===== src/rtl/interp_sched_if.sv =====
// Handshake and bus signals between the interpolation sequencer, the shared
// divider and the equalizer. The master modport is the sequencer side.
interface interp_sched_if;
    logic       start;
    logic       div_req;
    logic [2:0] div_sym;
    logic [3:0] div_sc;
    logic       div_done;
    logic [1:0] sel;
    logic       h_valid;
    logic       h_ready;
    logic       busy;
    logic       slot_done;
    logic       tmo_err;

    modport master (
        input  start, div_done, h_ready,
        output div_req, div_sym, div_sc, sel, h_valid, busy, slot_done, tmo_err
    );

    modport slave (
        output start, div_done, h_ready,
        input  div_req, div_sym, div_sc, sel, h_valid, busy, slot_done, tmo_err
    );
endinterface


===== src/rtl/interp_sched.sv =====
// interp_sched: walks every (symbol, subcarrier) position of one slot,
// requests interpolated values from the shared divider for non-pilot symbols
// and presents each coefficient to the equalizer over valid/ready.
// Optional feature: define INTERP_SCHED_TIMEOUT_EN to bound the divider wait
// to TMO cycles, falling back to a pilot estimate and raising sticky tmo_err.
module interp_sched #(
    parameter int NSYM = 7,
    parameter int NSC  = 12,
    parameter int P1   = 5,
    parameter int P2   = 6,
    parameter int TMO  = 64
) (
    input  logic           clk,
    input  logic           rst_n,
    interp_sched_if.master bus
);
    typedef enum logic [2:0] {S_IDLE, S_REQ, S_WAIT, S_OUT, S_DONE} state_t;

    localparam logic [2:0] P1_C       = 3'(P1);
    localparam logic [2:0] P2_C       = 3'(P2);
    localparam logic [2:0] NSYM_LAST  = 3'(NSYM - 1);
    localparam logic [3:0] NSC_LAST   = 4'(NSC - 1);

    state_t     state_q, state_d;
    logic [2:0] sym_q, sym_d;
    logic [3:0] sc_q, sc_d;
    logic [1:0] sel_q, sel_d;
    logic       div_req_q, div_req_d;
    logic       h_valid_q, h_valid_d;
    logic       busy_q, busy_d;
    logic       slot_done_q, slot_done_d;
    logic [2:0] nxt_sym_s;
    logic [3:0] nxt_sc_s;
    logic       last_pos_s;

    // Pilot symbols carry their own estimate and need no divider request.
    function automatic logic is_pilot(input logic [2:0] s);
        return (s == P1_C) || (s == P2_C);
    endfunction

    // Coefficient source for a symbol: pilots, then early or late interpolation.
    function automatic logic [1:0] sel_for(input logic [2:0] s);
        logic [1:0] r;
        if (s == P1_C)     r = 2'b00;
        else if (s == P2_C) r = 2'b10;
        else if (s < P1_C)  r = 2'b11;
        else                r = 2'b01;
        return r;
    endfunction

`ifdef INTERP_SCHED_TIMEOUT_EN
    localparam int              TW       = $clog2(TMO + 1);
    localparam logic [TW-1:0]   TMO_LAST = TW'(TMO - 1);

    logic [TW-1:0] tmo_cnt_q, tmo_cnt_d;
    logic          tmo_err_q, tmo_err_d;

    // Nearest pilot estimate used when the divider never answers.
    function automatic logic [1:0] fallback_sel(input logic [2:0] s);
        return (s < P1_C) ? 2'b00 : 2'b10;
    endfunction

    assign bus.tmo_err = tmo_err_q;
`else
    localparam int unused_tmo = TMO;
    assign bus.tmo_err = 1'b0;
`endif

    // Position following the current one, and whether the current is the last.
    always_comb begin
        nxt_sym_s  = sym_q;
        nxt_sc_s   = sc_q + 4'd1;
        last_pos_s = (sym_q == NSYM_LAST) && (sc_q == NSC_LAST);
        if (sc_q == NSC_LAST) begin
            nxt_sc_s  = 4'd0;
            nxt_sym_s = sym_q + 3'd1;
        end else begin
            nxt_sc_s  = sc_q + 4'd1;
        end
    end

    // Next-state and registered-output computation for the slot sequencer.
    always_comb begin
        state_d     = state_q;
        sym_d       = sym_q;
        sc_d        = sc_q;
        sel_d       = sel_q;
        div_req_d   = 1'b0;
        h_valid_d   = 1'b0;
        slot_done_d = 1'b0;
`ifdef INTERP_SCHED_TIMEOUT_EN
        tmo_cnt_d   = tmo_cnt_q;
        tmo_err_d   = tmo_err_q;
`endif
        case (state_q)
            S_IDLE: begin
                if (bus.start) begin
                    sym_d = 3'd0;
                    sc_d  = 4'd0;
`ifdef INTERP_SCHED_TIMEOUT_EN
                    tmo_err_d = 1'b0;
`endif
                    if (is_pilot(3'd0)) begin
                        state_d   = S_OUT;
                        h_valid_d = 1'b1;
                        sel_d     = sel_for(3'd0);
                    end else begin
                        state_d   = S_REQ;
                        div_req_d = 1'b1;
                    end
                end else begin
                    state_d = S_IDLE;
                end
            end
            S_REQ: begin
                state_d = S_WAIT;
`ifdef INTERP_SCHED_TIMEOUT_EN
                tmo_cnt_d = '0;
`endif
            end
            S_WAIT: begin
                if (bus.div_done) begin
                    state_d   = S_OUT;
                    h_valid_d = 1'b1;
                    sel_d     = sel_for(sym_q);
`ifdef INTERP_SCHED_TIMEOUT_EN
                end else if (tmo_cnt_q == TMO_LAST) begin
                    state_d   = S_OUT;
                    h_valid_d = 1'b1;
                    sel_d     = fallback_sel(sym_q);
                    tmo_err_d = 1'b1;
                end else begin
                    tmo_cnt_d = tmo_cnt_q + TW'(1);
`else
                end else begin
                    state_d = S_WAIT;
`endif
                end
            end
            S_OUT: begin
                if (bus.h_ready) begin
                    if (last_pos_s) begin
                        state_d     = S_DONE;
                        slot_done_d = 1'b1;
                    end else begin
                        sym_d = nxt_sym_s;
                        sc_d  = nxt_sc_s;
                        if (is_pilot(nxt_sym_s)) begin
                            state_d   = S_OUT;
                            h_valid_d = 1'b1;
                            sel_d     = sel_for(nxt_sym_s);
                        end else begin
                            state_d   = S_REQ;
                            div_req_d = 1'b1;
                        end
                    end
                end else begin
                    state_d   = S_OUT;
                    h_valid_d = 1'b1;
                end
            end
            S_DONE: begin
                state_d = S_IDLE;
            end
            default: begin
                state_d = S_IDLE;
            end
        endcase
        busy_d = (state_d != S_IDLE);
    end

    // State, counters and output registers.
    always_ff @(posedge clk or negedge rst_n) begin
        if (!rst_n) begin
            state_q     <= S_IDLE;
            sym_q       <= 3'd0;
            sc_q        <= 4'd0;
            sel_q       <= 2'b00;
            div_req_q   <= 1'b0;
            h_valid_q   <= 1'b0;
            busy_q      <= 1'b0;
            slot_done_q <= 1'b0;
`ifdef INTERP_SCHED_TIMEOUT_EN
            tmo_cnt_q   <= '0;
            tmo_err_q   <= 1'b0;
`endif
        end else begin
            state_q     <= state_d;
            sym_q       <= sym_d;
            sc_q        <= sc_d;
            sel_q       <= sel_d;
            div_req_q   <= div_req_d;
            h_valid_q   <= h_valid_d;
            busy_q      <= busy_d;
            slot_done_q <= slot_done_d;
`ifdef INTERP_SCHED_TIMEOUT_EN
            tmo_cnt_q   <= tmo_cnt_d;
            tmo_err_q   <= tmo_err_d;
`endif
        end
    end

    assign bus.div_req   = div_req_q;
    assign bus.div_sym   = sym_q;
    assign bus.div_sc    = sc_q;
    assign bus.sel       = sel_q;
    assign bus.h_valid   = h_valid_q;
    assign bus.busy      = busy_q;
    assign bus.slot_done = slot_done_q;
endmodule


===== src/flat_wrapper.sv =====
// flat-port wrapper written by rule: the top's interface ports become plain ports
module interp_sched_flat 
#(
    parameter int NSYM = 7,
    parameter int NSC  = 12,
    parameter int P1   = 5,
    parameter int P2   = 6,
    parameter int TMO  = 64
)
  (clk, rst_n, bus_start, bus_div_done, bus_h_ready, bus_div_req, bus_div_sym, bus_div_sc, bus_sel, bus_h_valid, bus_busy, bus_slot_done, bus_tmo_err);
  interp_sched_if bus_i ();
  input  logic clk;
  input  logic rst_n;
  input wire logic [$bits(bus_i.start)-1:0] bus_start;
  input wire logic [$bits(bus_i.div_done)-1:0] bus_div_done;
  input wire logic [$bits(bus_i.h_ready)-1:0] bus_h_ready;
  output wire logic [$bits(bus_i.div_req)-1:0] bus_div_req;
  output wire logic [$bits(bus_i.div_sym)-1:0] bus_div_sym;
  output wire logic [$bits(bus_i.div_sc)-1:0] bus_div_sc;
  output wire logic [$bits(bus_i.sel)-1:0] bus_sel;
  output wire logic [$bits(bus_i.h_valid)-1:0] bus_h_valid;
  output wire logic [$bits(bus_i.busy)-1:0] bus_busy;
  output wire logic [$bits(bus_i.slot_done)-1:0] bus_slot_done;
  output wire logic [$bits(bus_i.tmo_err)-1:0] bus_tmo_err;
  assign bus_i.start = bus_start;
  assign bus_i.div_done = bus_div_done;
  assign bus_i.h_ready = bus_h_ready;
  assign bus_div_req = bus_i.div_req;
  assign bus_div_sym = bus_i.div_sym;
  assign bus_div_sc = bus_i.div_sc;
  assign bus_sel = bus_i.sel;
  assign bus_h_valid = bus_i.h_valid;
  assign bus_busy = bus_i.busy;
  assign bus_slot_done = bus_i.slot_done;
  assign bus_tmo_err = bus_i.tmo_err;
  interp_sched #(.NSYM(NSYM), .NSC(NSC), .P1(P1), .P2(P2), .TMO(TMO)) u_core (.clk(clk), .rst_n(rst_n), .bus(bus_i));
endmodule

===== config.mk =====
export PLATFORM = sky130hd
export DESIGN_NAME = interp_sched_flat
export DESIGN_NICKNAME = d
export VERILOG_FILES = /design/src/rtl/interp_sched_if.sv /design/src/rtl/interp_sched.sv /design/src/flat_wrapper.sv
export SDC_FILE = /design/constraint.sdc
export NUM_CORES = 1
export LEC_CHECK = 0
export CAP_MARGIN = 0
export CORE_UTILIZATION = 55
export CTS_BUF_LIST = sky130_fd_sc_hd__clkbuf_2
export DETAILED_ROUTE_END_ITERATION = 7
export PLACE_DENSITY = 0.86
export SLEW_MARGIN = 20
export SYNTH_ARGS = -nofsm -noshare
export SYNTH_HDL_FRONTEND = slang
export SYNTH_SLANG_ARGS = --single-unit

===== constraint.sdc =====
create_clock -name clk -period 5.2 [get_ports clk]
set_clock_uncertainty 0.2 [all_clocks]
set_input_delay 0.78 -clock clk [delete_from_list [all_inputs] [get_ports clk]]
set_output_delay 0.78 -clock clk [all_outputs]
set_load 0.01 [all_outputs]

==> metrics <==
Vias/cell 6.145; WL final 1.812 mm; Peak supply drop 0.2434 mV; Starting Density 62.45%; Final Cell Area 1040 um2; Num CTS Buffers 3; synthesized area per cell 10.16 um2; Placer Congestion 0.7955; number of max-cap violations 0; Worst Max-Slew Pin Slew 661.6 ps; average wire per standard cell 15.49 um; vias in the first global route 598; clock slew at reported path FFs 140 ps; Hold Fails Final Rpt 0; Worst Setup End Kind flop; IO Count 19; synthesized flop and latch total 15; dpl hpwl 1.341 mm; final slew viol count 0; Yosys cell types 37; Vias 719; Synth Flop Type dfrtp_1; # hold bufs at CTS 0; antenna viol nets, final 0; CTS tree done; Final WS setup 2719 ps; Post-synth EDFFs 0; Syn Std Cell Area 853.3 um2; HP Class flop to flop; clock latency on the worst-skew pair 290 ps; register area share after synthesis 43.99%; IO Port Bufs 17; total global routing overflow 0; CTS Buffer Depth 2; layout cells sized above 1 7.843%; Syn Inst Count 84; Row Count 13; Layout area overhead 21.85%; # DRC 0; Die Height 41.39 um; Worst Path Required 5170 ps; syn nets 93; Die Wd 41.39 um; fin crit share 47.72%; Placement Cell Area 1020 um2; # nets final 112; # setup viols final 0; first-pass GRT wire length 2.601 mm; Setup WS pre-CTS 2454 ps; setup bufs post-CTS 0; highest clock rate 403.0 MHz; largest net degree at the start of global routing 16; clk root buf clkbuf_2; DR pass1 iterations 4; Cell Count, Final, Fillers Out 117; max_slew headroom 55.75%; Num Clock Sinks 15; Min Clock Period, post-route 2481 ps; Pwr per Cell Area 421.0 nW/um2; RSZ-0062 raised after global routing false; Antenna diodes 0; Leakage 0.4350 nW; dpl cells 113; GRT Resource Usage Total 23.80%; outcome finished, final reports clean; Synth warnings 0; Die ar. 1713 um2; core area 1366 um2; CP arrival 2460 ps; initial antenna violation count 0; final hold slack 335.1 ps; Max H-tree Level 1; Filler cells 99; startpoint types input port; Initial DRC Count 22; worst setup path category input port to flop; CTS resizes 0; Setup TNS 0 ps; asr flop ratio synth 100.0%; CP Max Fanout 9
through the flow:
step,total power [mW],utilization [%]
finish,0.4378,76.10
CTS,0.4369,76.10
detailed placement,0.3800,74.63
global route,0.4643,76.10
global placement,0.3747,74.63
floorplan,0.2971,-
critical path, stage by stage:
cell and delay (ps):
clkdlybuf4s50_1 510, nand4b_1 210, a31oi_1 440, nor2_2 170
o21ai_0 230, o31ai_1 110
synth_stat cells, types with 2 or more instances:
cell      count  area share, %
dfrtp_1      15             44
o21ai_0       7            4.1
nor2_1        5            2.2
ha_1          4            5.9
inv_1         4            1.8
a22o_1        3            3.1
a31oi_1       3            2.2
nand2_1       3            1.3
nand3_1       3            1.8
o21bai_1      3            2.6
xnor2_1       3            3.1
and3b_1       2            2.1
nand2b_1      2            1.5
nand4b_1      2            2.1
nor3_1        2            1.2
o31ai_1       2            1.8
sequential cells by signal, summed over array words and instances, names as in the netlist:
| name | cells |
|---|---|
| u_core.bus.sel | 2 |
| u_core.bus.div_req | 1 |
| u_core.bus.h_valid | 1 |
| u_core.state_q | 2 |
| u_core.bus.div_sc | 4 |
| u_core.bus.div_sym | 3 |
| u_core.bus.slot_done | 1 |
| u_core.bus.busy | 1 |
worst paths after layout:
path,start,to,slack (ps),depth (start not counted)
max,bus_h_ready,u_core.bus.div_sym[0],2720,6
min,u_core.bus.sel[0],u_core.bus.sel[0],340,1
max reg2reg,u_core.bus.div_sc[0],u_core.bus.div_sc[3],2830,6
min reg2reg,u_core.bus.sel[0],u_core.bus.sel[0],340,1
max in group asynchronous,rst_n,u_core.bus.div_sym[0],3710,1
min in group asynchronous,rst_n,u_core.bus.busy,680,1
cell families after synthesis:
logic type / count (synthesis) / synth area share, %
AO/OA/AOI/OAI: 25 / 20.09
XOR/XNOR: 4 / 4.106
adder cells (fa/ha/maj): 4 / 5.865
buffers and inverters: 7 / 4.398
flip-flops: 15 / 43.99
multiplexers: 1 / 2.639
other: 1 / 0.4395
AND/OR/NAND/NOR: 27 / 18.48
layout make-up:
cell class                 count  area (um2)  area share, %
multi-input combinational     62       440.4          42.36
sequential                    15       375.4          36.10
timing repair buffer          17       170.2          16.37
tap                           15       18.77          1.805
clock buffer                   4       20.02          1.925
inverter                       4       15.01          1.444
power breakdown:
group,switching [mW],internal [mW]
Combinational,0.0941,0.0975
Clock,0.0381,0.0204
Sequential,0.0385,0.149
Total,0.171,0.267
placed cells by master (no fill, tap or decap), types with 3 or more instances in the layout:
cell | synthesis | final
xnor2_1 | 3 | 3
nand2_1 | 3 | 3
nor2_1 | 5 | 5
a31oi_1 | 3 | 3
dfrtp_1 | 15 | 15
o21bai_1 | 3 | 3
clkbuf_2 | 0 | 4
o21ai_0 | 7 | 7
clkdlybuf4s50_1 | 0 | 17
nand3_1 | 3 | 3
inv_1 | 4 | 4
a22o_1 | 3 | 3
ha_1 | 4 | 4
routing by layer:
layer / part of all wire, % / track usage [%] / vias to the layer above
met2: 49 / 42.58 / 30
met1: 45 / 28.38 / 340
li1: - / - / 347
met5: 0 / 0 / -
met3: 5.2 / 4.787 / 2
met4: 0.66 / 7.258 / 0
No activity file was read; power rests on OpenSTA's default activity.
